--- config.mk ---
export PLATFORM = sky130hd
export DESIGN_NAME = execute_mem_agu_pipe
export DESIGN_NICKNAME = d
export VERILOG_FILES = /design/src/rtl/execute_mem_agu_pipe_pkg.sv /design/src/rtl/execute_mem_agu_xlate.sv /design/src/rtl/execute_mem_agu_pipe.sv
export SDC_FILE = /design/constraint.sdc
export NUM_CORES = 1
export LEC_CHECK = 0
export ABC_AREA = 1
export CORE_MARGIN = 1.5
export CORE_UTILIZATION = 52
export CTS_BUF_LIST = sky130_fd_sc_hd__clkbuf_8
export DETAILED_ROUTE_END_ITERATION = 12
export PLACE_DENSITY = 0.83
export SLEW_MARGIN = 20
export SYNTH_ARGS = -nofsm -noshare
export SYNTH_HDL_FRONTEND = slang
export SYNTH_SLANG_ARGS = --single-unit
--- constraint.sdc ---
create_clock -name clk -period 4.1 [get_ports clk]
set_input_delay 0.82 -clock clk [delete_from_list [all_inputs] [get_ports clk]]
set_output_delay 0.82 -clock clk [all_outputs]
set_load 0.01 [all_outputs]
--- src/rtl/execute_mem_agu_pipe_pkg.sv ---
// Shared definitions for the execute memory-path AGU: size and segment encodings,
// request/result layouts and the alignment rule.
package mem_agu_pkg;

  localparam logic [1:0] SIZE_BYTE = 2'd0;
  localparam logic [1:0] SIZE_HALF = 2'd1;
  localparam logic [1:0] SIZE_WORD = 2'd2;

  localparam logic [2:0] SEG_KSEG0 = 3'b100;
  localparam logic [2:0] SEG_KSEG1 = 3'b101;

  // Layout widths of the default configuration (32-bit address, 6-bit ROB tag).
  localparam int AGU_ADDR_W = 32;
  localparam int AGU_TAG_W  = 6;

  typedef struct packed {
    logic [AGU_TAG_W-1:0]  tag;
    logic [AGU_ADDR_W-1:0] v_addr;
    logic [1:0]            size;
    logic                  store;
  } agu_req_t;

  typedef struct packed {
    logic [AGU_TAG_W-1:0]  tag;
    logic [AGU_ADDR_W-1:0] v_addr;
    logic [AGU_ADDR_W-1:0] p_addr;
    logic                  uncached;
    logic                  misalign;
    logic                  store;
    logic [1:0]            size;
  } agu_res_t;

  // The reserved size code 3 is treated as a word access.
  function automatic logic is_misaligned(input logic [1:0] size, input logic [1:0] low);
    logic bad;
    bad = 1'b0;
    if (size == SIZE_BYTE)      bad = 1'b0;
    else if (size == SIZE_HALF) bad = low[0];
    else                        bad = (low != 2'b00);
    return bad;
  endfunction

endpackage

--- src/rtl/execute_mem_agu_xlate.sv ---
// Combinational fixed-segment translation and alignment check for the AGU.
// Alignment checking is built only when EXECUTE_MEM_AGU_ALIGN_CHECK_EN is defined.
module execute_mem_agu_xlate
  import mem_agu_pkg::*;
#(
  parameter int ADDR_W = 32
) (
  input  logic [ADDR_W-1:0] v_addr_i,
  input  logic [1:0]        size_i,
  output logic [ADDR_W-1:0] p_addr_o,
  output logic              uncached_o,
  output logic              misalign_o
);

  logic [2:0] seg;
  assign seg = v_addr_i[ADDR_W-1 -: 3];

  // kseg0/kseg1 are unmapped windows onto the low physical space.
  always_comb begin
    p_addr_o   = v_addr_i;
    uncached_o = 1'b0;
    if ((seg == SEG_KSEG0) || (seg == SEG_KSEG1)) begin
      p_addr_o = {3'b000, v_addr_i[ADDR_W-4:0]};
    end
    if (seg == SEG_KSEG1) begin
      uncached_o = 1'b1;
    end
  end

`ifdef EXECUTE_MEM_AGU_ALIGN_CHECK_EN
  assign misalign_o = is_misaligned(size_i, v_addr_i[1:0]);
`else
  // Unaligned accesses pass through; the LSU splits them.
  logic unused_size;
  assign unused_size = ^size_i;
  assign misalign_o  = 1'b0;
`endif

endmodule

--- src/rtl/execute_mem_agu_pipe.sv ---
// Two-stage load/store AGU: S1 adds base + sign-extended immediate, S2 holds the
// translated result. Optional alignment check: EXECUTE_MEM_AGU_ALIGN_CHECK_EN.
module execute_mem_agu_pipe
  import mem_agu_pkg::*;
#(
  parameter int ADDR_W = 32,
  parameter int IMM_W  = 16,
  parameter int TAG_W  = 6
) (
  input  logic              clk,
  input  logic              reset,
  input  logic              i_flush,
  input  logic              i_valid,
  output logic              o_ready,
  input  logic [TAG_W-1:0]  i_tag,
  input  logic [ADDR_W-1:0] i_src0_value,
  input  logic [IMM_W-1:0]  i_imm,
  input  logic [1:0]        i_size,
  input  logic              i_store,
  output logic              o_valid,
  input  logic              i_ready,
  output logic [TAG_W-1:0]  o_tag,
  output logic [ADDR_W-1:0] o_v_addr,
  output logic [ADDR_W-1:0] o_p_addr,
  output logic              o_uncached,
  output logic              o_misalign,
  output logic              o_store,
  output logic [1:0]        o_size
);

  // Handshake: a transfer happens on an edge where valid & ready are both high;
  // ready never depends on the same side's valid, and flush overrides every transfer.
  logic              s1_valid_q, s1_valid_d;
  logic              s2_valid_q, s2_valid_d;
  logic [TAG_W-1:0]  s1_tag_q;
  logic [ADDR_W-1:0] s1_v_addr_q, s1_v_addr_d;
  logic [1:0]        s1_size_q;
  logic              s1_store_q;

  logic [TAG_W-1:0]  s2_tag_q;
  logic [ADDR_W-1:0] s2_v_addr_q, s2_p_addr_q;
  logic              s2_uncached_q, s2_misalign_q, s2_store_q;
  logic [1:0]        s2_size_q;

  logic              s2_adv, in_fire, s12_fire;
  logic [ADDR_W-1:0] xl_p_addr;
  logic              xl_uncached, xl_misalign;

  assign s2_adv   = !s2_valid_q || i_ready;
  assign o_ready  = !s1_valid_q || s2_adv;
  assign in_fire  = i_valid && o_ready && !i_flush;
  assign s12_fire = s1_valid_q && s2_adv && !i_flush;

  assign s1_v_addr_d = i_src0_value + ADDR_W'($signed(i_imm));

  always_comb begin
    s1_valid_d = s1_valid_q;
    s2_valid_d = s2_valid_q;
    if (i_flush) begin
      s1_valid_d = 1'b0;
      s2_valid_d = 1'b0;
    end else begin
      s1_valid_d = in_fire || (s1_valid_q && !s2_adv);
      if (s2_adv) s2_valid_d = s1_valid_q;
    end
  end

  always_ff @(posedge clk or posedge reset) begin
    if (reset) begin
      s1_valid_q <= 1'b0;
      s2_valid_q <= 1'b0;
    end else begin
      s1_valid_q <= s1_valid_d;
      s2_valid_q <= s2_valid_d;
    end
  end

  always_ff @(posedge clk or posedge reset) begin
    if (reset) begin
      s1_tag_q    <= '0;
      s1_v_addr_q <= '0;
      s1_size_q   <= '0;
      s1_store_q  <= 1'b0;
    end else if (in_fire) begin
      s1_tag_q    <= i_tag;
      s1_v_addr_q <= s1_v_addr_d;
      s1_size_q   <= i_size;
      s1_store_q  <= i_store;
    end
  end

  execute_mem_agu_xlate #(
    .ADDR_W(ADDR_W)
  ) u_xlate (
    .v_addr_i  (s1_v_addr_q),
    .size_i    (s1_size_q),
    .p_addr_o  (xl_p_addr),
    .uncached_o(xl_uncached),
    .misalign_o(xl_misalign)
  );

  always_ff @(posedge clk or posedge reset) begin
    if (reset) begin
      s2_tag_q      <= '0;
      s2_v_addr_q   <= '0;
      s2_p_addr_q   <= '0;
      s2_uncached_q <= 1'b0;
      s2_misalign_q <= 1'b0;
      s2_store_q    <= 1'b0;
      s2_size_q     <= '0;
    end else if (s12_fire) begin
      s2_tag_q      <= s1_tag_q;
      s2_v_addr_q   <= s1_v_addr_q;
      s2_p_addr_q   <= xl_p_addr;
      s2_uncached_q <= xl_uncached;
      s2_misalign_q <= xl_misalign;
      s2_store_q    <= s1_store_q;
      s2_size_q     <= s1_size_q;
    end
  end

  assign o_valid    = s2_valid_q;
  assign o_tag      = s2_tag_q;
  assign o_v_addr   = s2_v_addr_q;
  assign o_p_addr   = s2_p_addr_q;
  assign o_uncached = s2_uncached_q;
  assign o_misalign = s2_misalign_q;
  assign o_store    = s2_store_q;
  assign o_size     = s2_size_q;

endmodule

==> run summary <==
Status: complete, no violations
DR DRC count: 0
Internal power: 1.89 mW
Top-count cell post-synth: nand2_1
Power Dens Cells: 388 mW/mm2
Ports: 139
Number of flops mapped to enable cells by yosys: 0
Final worst-path cycle share: 0.729
Comb pwr share: 0.377
CTS tree: yes
Clock skew: 0.0111 ns
GR Overflow Total: 0
Setup ws final: 1.11 ns
Distinct cells, synth: 33
H-tree level count: 3
Post-synth top area share: 0.371
Syn. warnings: 0
DR WL/cell: 12.7 um
Initial antenna violation count: 0
Drt first pass iters: 5
WP data arrival: 3.19 ns
GPL Wtd Cong: 1.01
Top FF cell, synth: dfrtp_1
Post-Syn Area: 0.00594 mm2
Async SR Flop Fraction: 1.00
Cells along the critical path: clkdlybuf4s50_1 > ha_1 > nand2_1 > nor2_1 > nand2_1 > inv_1 > nand2_1 > nand2_1 > nand2_1 > nand3_1 > o21ai_0
Max Cap Violations: 0
I/O Buffers: 137
# Post-CTS Setup Buffers: 0
Count of final setup violators: 0
Switching part of the total power: 0.343
Chip width: 110 um
Avg Cell Area, Syn: 6.79 um2
RSZ-0062 raised after global routing: false
Yosys reg bits: 88
Die height: 110 um
Critical path's top delay family: buffers and inverters
Share of layout cells above drive strength 1: 0.0508
Inserted Diodes: 0
# resized after CTS: 0
Clock slew at reported path FFs: 0.10 ns
Critical Path Start Type: primary input
Max Slew Vio Count: 0
Critical path required time: 4.30 ns
DR vias/cell: 4.91
WP buf/inv: 2
Hold Buf Count CTS: 0
WL final: 14,300 um
Max_slew headroom: 0.363
Site Rows: 38
Fmax: 334 MHz
Setup TNS: 0 ns
Critical path endpoint category: register
TritonCTS Buffers: 9
1st-iter DRT viols: 400
Final HPWL DP: 11,300 um
Synth area leaders: dfrtp_1 (37%), nand2_1 (23%), inv_1 (8.4%)
Tot GR Track Use: 0.254
Vias in the first global route: 5,042
Largest net degree at the start of global routing: 59
Post-synth top area cell: dfrtp_1
LEAKAGE: 4.03 nW
Worst Setup Slack post-DPL: 0.776 ns
Clock network power share: 0.216
Die ar.: 0.0121 mm2
Fin. Hold Viols: 0
Clock Sinks: 88
Sequential Power Share: 0.407
Class of the worst hold path: reg -> reg
Mapped Nets: 968
Setup CP Type: in -> reg
Core area: 0.0110 mm2
Worst path max stage delay: 0.80 ns
Initial core utilization: 0.541
Vias: 5,520
Nets: 1,074
Max IR drop VDD: 245 uV
Area Overhead vs Synth: 24.6%
CTS root buffer: clkbuf_8
Post-synthesis sequential area ratio: 0.371
Slowest stage cell on the critical path: clkdlybuf4s50_1
Clock buffer depth: 2
First-pass GRT wire length: 23,700 um
Worst-Skew Late Latency: 0.36 ns
Synth Instances: 874
Worst Max-Slew Pin Slew: 0.954 ns
Critical Path Most Common Cell: nand2_1
Worst-path maximum fanout: 17
Tmin final: 2.99 ns
Post-synth top cells: nand2_1 (371), inv_1 (133), dfrtp_1 (88)
NetSw: 984 uW
Post-route antenna net violation count: 0
==> power by group through the flow <==
stage	Clock (mW)	Sequential [mW]	Combinational, mW
final	0.622	1.17	1.08
after global routing	0.673	1.19	1.21
after CTS	0.633	1.17	1.09
after detailed placement	0	1.18	1.08
after global placement	0	1.18	1.06
after floorplan	0	1.21	0.595
==> layout by cell type (no fill, tap or decap), types with 5 or more instances in the layout <==
cell             netlist  layout
nor2_1                44      44
ha_1                  31      31
nand2_2               15      16
o21ai_1                8       8
o21ai_0               32      32
a21oi_1               22      22
nand3_2                6       6
clkdlybuf4s50_1        0     137
xnor2_1               13      13
buf_4                 31       5
inv_1                133     132
nand2_1              371     370
dfrtp_1               88      88
nand3_1               41      41
clkbuf_8               2       9
==> flip-flops by register name, indices dropped and copies added, names as in the netlist <==
signal and count:
o_v_addr 32, s1_v_addr_q 32, o_tag 6, s1_tag_q 6, o_p_addr 3, o_size 2, s1_size_q 2, o_store 1
o_uncached 1, o_valid 1, s1_store_q 1, s1_valid_q 1
==> routing by layer <==
metal	wire (um)	share of wire	track usage	vias to the layer above
met5	0	0	0	-
met3	742	0.052	0.0302	18
met4	266	0.019	0.0863	0
met2	6290	0.44	0.398	164
li1	-	-	-	2843
met1	7030	0.49	0.364	2495
==> path summary, 6_finish.rpt <==
kind,from,to,slack (ns),cells after the start
worst max-delay path,i_imm[15],s1_v_addr_q[19],1.11,11
worst min-delay path,s1_v_addr_q[27],o_v_addr[27],0.47,2
worst max register to register,o_valid,s1_v_addr_q[19],2.18,7
worst min register to register,s1_v_addr_q[27],o_v_addr[27],0.47,2
max in group asynchronous,reset,s1_v_addr_q[13],2.49,3
min in group asynchronous,reset,o_v_addr[0],0.84,2
==> worst reg2reg max path, stage by stage (launching register included) <==
cell	delay [ns]
dfrtp_1	0.38
inv_1	0.05
nor2_1	0.04
nand2_1	0.11
nand2_2	0.07
inv_1	0.69
nand3_1	0.32
o21ai_0	0.17
==> cell families (layout without fill, tap and decap cells) <==
logic type / count (synthesis) / count (layout) / synth area share
AND/OR/NAND/NOR: 489 / 489 / 0.337
buffers and inverters: 181 / 292 / 0.141
flip-flops: 88 / 88 / 0.371
AO/OA/AOI/OAI: 69 / 69 / 0.0609
adder cells (fa/ha/maj): 32 / 32 / 0.0687
XOR/XNOR: 14 / 14 / 0.0206
other: 1 / 1 / 0.000632
==> layout make-up <==
cell class              instances  area, um2
clock buffers                   9        124
multi-input cells             605       2900
fillers                       949       3580
repair buffers                142       1410
clock inverters                 7       82.6
inverters                     134        504
flip-flops and latches         88       2200
well taps                     140        175
==> per-stage QoR <==
| stage | power, mW | instance area, um2 | utilization | hold WS (ns) | instances |
|---|---|---|---|---|---|
| after floorplan | 1.81 | 5940 | - | 0.442 | 874 |
| after global placement | 2.24 | 7190 | 0.655 | 0.447 | 1109 |
| after detailed placement | 2.26 | 7190 | 0.655 | 0.453 | 1109 |
| after CTS | 2.89 | 7400 | 0.674 | 0.471 | 1125 |
| after global routing | 3.07 | 7400 | 0.674 | 0.482 | 1125 |
| final | 2.87 | 7400 | 0.674 | 0.471 | 1125 |
Note: power is estimated with default switching activity, not from simulation.
